[src/rtl/register_file8.sv]
// Eight-entry register bank with decoded writes, registered reads and a one-entry-per-cycle clear sweep.
// Optional REGFILE_BYPASS_EN: forward same-edge writes and sweep zeroing onto rd_data.
//
// state | meaning
// IDLE  | normal operation, writes accepted, clr_req starts a sweep
// CLEAR | sweep zeroing entry[cnt] each cycle, writes dropped, busy=1
module register_file8 #(
    parameter int BUS_WIDTH = 16
) (
    input  logic                 clk,
    input  logic                 rst,
    input  logic                 wr_en,
    input  logic [2:0]           wr_addr,
    input  logic [BUS_WIDTH-1:0] wr_data,
    input  logic [2:0]           rd_addr,
    output logic [BUS_WIDTH-1:0] rd_data,
    input  logic                 clr_req,
    output logic                 busy,
    output logic                 clr_done
);

    localparam logic [0:0] IDLE  = 1'b0;
    localparam logic [0:0] CLEAR = 1'b1;

    logic [0:0]           state;
    logic [2:0]           cnt;
    logic [BUS_WIDTH-1:0] mem [8];
    logic                 wr_ok;
    logic [BUS_WIDTH-1:0] rd_next;

    assign wr_ok = wr_en && (state == IDLE);

    always_comb begin
        rd_next = mem[rd_addr];
`ifdef REGFILE_BYPASS_EN
        if (wr_ok && (wr_addr == rd_addr))
            rd_next = wr_data;
        if ((state == CLEAR) && (cnt == rd_addr))
            rd_next = '0;
`endif
    end

    always_ff @(posedge clk or posedge rst) begin
        if (rst) begin
            state    <= IDLE;
            cnt      <= 3'd0;
            clr_done <= 1'b0;
            rd_data  <= '0;
            for (int i = 0; i < 8; i++)
                mem[i] <= '0;
        end else begin
            rd_data  <= rd_next;
            clr_done <= 1'b0;
            if (state == IDLE) begin
                if (wr_ok)
                    mem[wr_addr] <= wr_data;
                if (clr_req) begin
                    state <= CLEAR;
                    cnt   <= 3'd0;
                end
            end else begin
                mem[cnt] <= '0;
                cnt      <= cnt + 3'd1;    // wraps to 0 on the last entry
                if (cnt == 3'd7) begin
                    state    <= IDLE;
                    clr_done <= 1'b1;
                end
            end
        end
    end

    // busy decodes the state flop directly, so it is still a registered output
    assign busy = (state == CLEAR);

endmodule

[config.mk]
export PLATFORM = sky130hd
export DESIGN_NAME = register_file8
export DESIGN_NICKNAME = d
export VERILOG_FILES = /design/src/rtl/register_file8.sv
export SDC_FILE = /design/constraint.sdc
export NUM_CORES = 1
export LEC_CHECK = 0
export CORE_MARGIN = 4
export CORE_UTILIZATION = 28
export DETAILED_ROUTE_END_ITERATION = 6
export SYNTH_ARGS = -nofsm -noshare
export SYNTH_HDL_FRONTEND = slang
export SYNTH_SLANG_ARGS = --single-unit
export TNS_END_PERCENT = 10
[constraint.sdc]
create_clock -name clk -period 6.4 [get_ports clk]
set_input_delay 1.28 -clock clk [delete_from_list [all_inputs] [get_ports clk]]
set_output_delay 1.28 -clock clk [all_outputs]
set_load 0.05 [all_outputs]
==> run_results.csv <==
group,metric,value,unit
critical_path,critPathKind,"flop to output port",
floorplanning,dieHeight,165,µm
critical_path,critical_path_buf_inv_count,1,
clocking,cts_tree,"built",
finish,seqCellArea,3730,µm²
clocking,clock_latency,0.42,ns
sta,fin_skew,0.00514,ns
sta,fmax,0.303,GHz
clocking,htree_levels,4,
clocking,root_buffer,"clkbuf_16",
global_route,grt_start_max_net_pins,114,
sta,fin_crit,3.31,ns
finish,layout-drive-gt1-share,16.0,%
place,routabilityCongestion,0.763,
critical_path,path_max_fanout,21,
detailed_routing,vias,4213,
power,power_leakage,0.00406,µW
detailed_routing,wl_per_cell,17.8,µm
clocking,postCtsSetupRepairBufs,0,
synth,ys_warn_count,0,
detailed_routing,post-route-drc-count,0,
critical_path,cp-start-kind,"flop",
floorplanning,ios,44,
synth,yosysUniqueCellTypes,28,
power,vdd_drop_max,0.000176,V
sta,worst_pin_slew,1.14,ns
place,port_buffers,43,
floorplanning,die_w,165,µm
detailed_routing,viasPerCell,4.63,
clocking,postCtsResizedCells,0,
floorplanning,placementRows,57,
critical_path,critPathArrivalTime,2.03,ns
critical_path,max_stage_delay,0.92,ns
detailed_routing,drtAntennaViolNets,0,
synth,yosysSeqAreaShare,53.7,%
synth,syn-cell-area,6940,µm²
worst_hold_path,worst_hold_path_type,"flop to flop",
finish,multiInputGateArea,2920,µm²
finish,nFillCells,2382,
finish,final_common_cell,"dfrtp_1",
place,preCtsSetupSlack,3.07,ns
critical_path,required,5.12,ns
synth,synthesis.nets,571,
power,powerDensity,425,nW/µm²
clocking,clkTransAtPathRegs,0.06,ns
sta,rsz0062_at_grt,"false",
detailed_routing,initialDrtViolationCount,273,
clocking,clock_sinks,149,
finish,n_antenna_cell,0,
synth,syn_area_per_cell,12.8,µm²
place,dp_hpwl,9.73,mm
global_route,grt_pass1_wl,25.9,mm
sta,slew_viol_final,0,
floorplanning,start_util,28.5,%
sta,fin_tns_setup,0,ns
clocking,clockBufferDepth,2,
critical_path,cp_top_family,"buffers and inverters",
sta,hold_viol,0,
outcome,outcome,"finished clean",
detailed_routing,first_pass_iters,4,
global_route,grt_pass1_vias,4492,
sta,fin_crit_sh,51.6,%
floorplanning,coreArea,24300,µm²
sta,max_slew_margin,24.0,%
flow_run,cap_violations,0,
detailed_routing,wl,16.2,mm
global_route,grt_overflow_total,0,
global_route,antenna_found_initial,0,
synth,synthCells,543,
synth,ys_ff_latch,149,
critical_path,slowest_stage,"clkdlybuf4s50_1",
finish,layout_common_cells,"149 x dfrtp_1, 132 x nand2_1, 128 x mux2i_1",
sta,setup_ws,3.09,ns
clocking,cts_hold_buf,0,
floorplanning,dieArea,27400,µm²
sta,setup_viol,0,
critical_path,path_cells,"clkdlybuf4s50_1",
global_route,grt_usage,12.6,%
finish,area_growth,18.4,%
critical_path,end_kind,"output port",
finish,num-nets-final,601,
clocking,cts_made_buffers,17,
==> per-stage QoR <==
stage | instance area (µm²) | util (%) | hold WS [ns] | cells | total power, µW
after floorplan | 6940 | - | 0.496 | 543 | 2180
after global placement | 7590 | 31.2 | 0.506 | 878 | 2450
after detailed placement | 7590 | 31.2 | 0.513 | 878 | 2480
after CTS | 8210 | 33.8 | 0.521 | 910 | 3530
after global routing | 8210 | 33.8 | 0.541 | 910 | 3700
final | 8210 | 33.8 | 0.519 | 910 | 3490
==> worst reg2reg max path: cells and delay by family (launching register included) <==
kind / cells / cell delay [ns]
AND/OR/NAND/NOR: 2 / 1.28
flip-flops: 1 / 0.69
multiplexers: 1 / 0.13
==> kinds of logic after synthesis <==
group           synth area share [%]
mux                             31.6
simple gates                    9.90
flops                           53.7
buf+inv                         4.24
compound gates                 0.144
fa+ha+maj                      0.361
==> worst paths after layout <==
check / start / to / slack, ns / cells after the start
setup / recovery: busy / busy / 3.09 / 1
hold / removal: mem[69] / mem[69] / 0.52 / 2
setup reg to reg: busy / mem[48] / 4.16 / 3
hold reg to reg: mem[69] / mem[69] / 0.52 / 2
max in group asynchronous: rst / mem[6] / 3.82 / 3
min in group asynchronous: rst / rd_data[14] / 1.48 / 2
==> state kept, by name, indices dropped and copies added (netlist names) <==
register  cells
mem         128
rd_data      16
clr_done      1
busy          1
cnt           3
==> metal layers <==
metal	part of all wire (%)	routed length, µm	track usage (%)	vias up
met5	0	0	0	-
met4	1.6	257	3.56	0
met3	4.6	739	3.20	17
met2	51	8310	21.9	87
met1	42	6860	15.6	2176
li1	-	-	-	1933
==> report_power, final <==
group / leakage [µW] / total, µW / internal [µW] / switching (µW)
Combinational: 0.00172 / 973 / 409 / 564
Clock: 0.000309 / 1040 / 662 / 379
Sequential: 0.00203 / 1480 / 1280 / 194
Total: 0.00406 / 3490 / 2350 / 1140
==> area by class of cell <==
| cell class | count | share of cell area [%] |
|---|---|---|
| clock buffers | 23 | 6.06 |
| clock inverters | 9 | 1.49 |
| inverters | 17 | 0.838 |
| multi-input cells | 338 | 35.5 |
| flip-flops and latches | 149 | 45.4 |
| well taps | 324 | 4.94 |
| repair buffers | 50 | 5.76 |
==> Yosys cell counts <==
cell type | count | share of area, %
and2_1 | 1 | 0.090
buf_1 | 1 | 0.054
buf_12 | 1 | 0.29
buf_2 | 18 | 1.3
buf_4 | 4 | 0.43
buf_6 | 4 | 0.65
clkbuf_1 | 11 | 0.60
dfrtp_1 | 149 | 54
ha_1 | 2 | 0.36
inv_1 | 17 | 0.92
mux2_2 | 17 | 2.8
mux2i_1 | 128 | 18
mux4_2 | 32 | 10
nand2_1 | 132 | 7.1
nand2b_1 | 4 | 0.36
nand3_1 | 1 | 0.072
nand3b_1 | 1 | 0.11
nand4_1 | 1 | 0.090
nand4b_1 | 3 | 0.38
nand4bb_1 | 3 | 0.49
nor2_1 | 3 | 0.16
nor2_2 | 2 | 0.18
nor3_4 | 1 | 0.23
nor3b_1 | 1 | 0.11
o21ai_0 | 2 | 0.14
or3_1 | 2 | 0.18
or4_4 | 1 | 0.16
or4b_1 | 1 | 0.14
(Power assumes the default switching activity.)
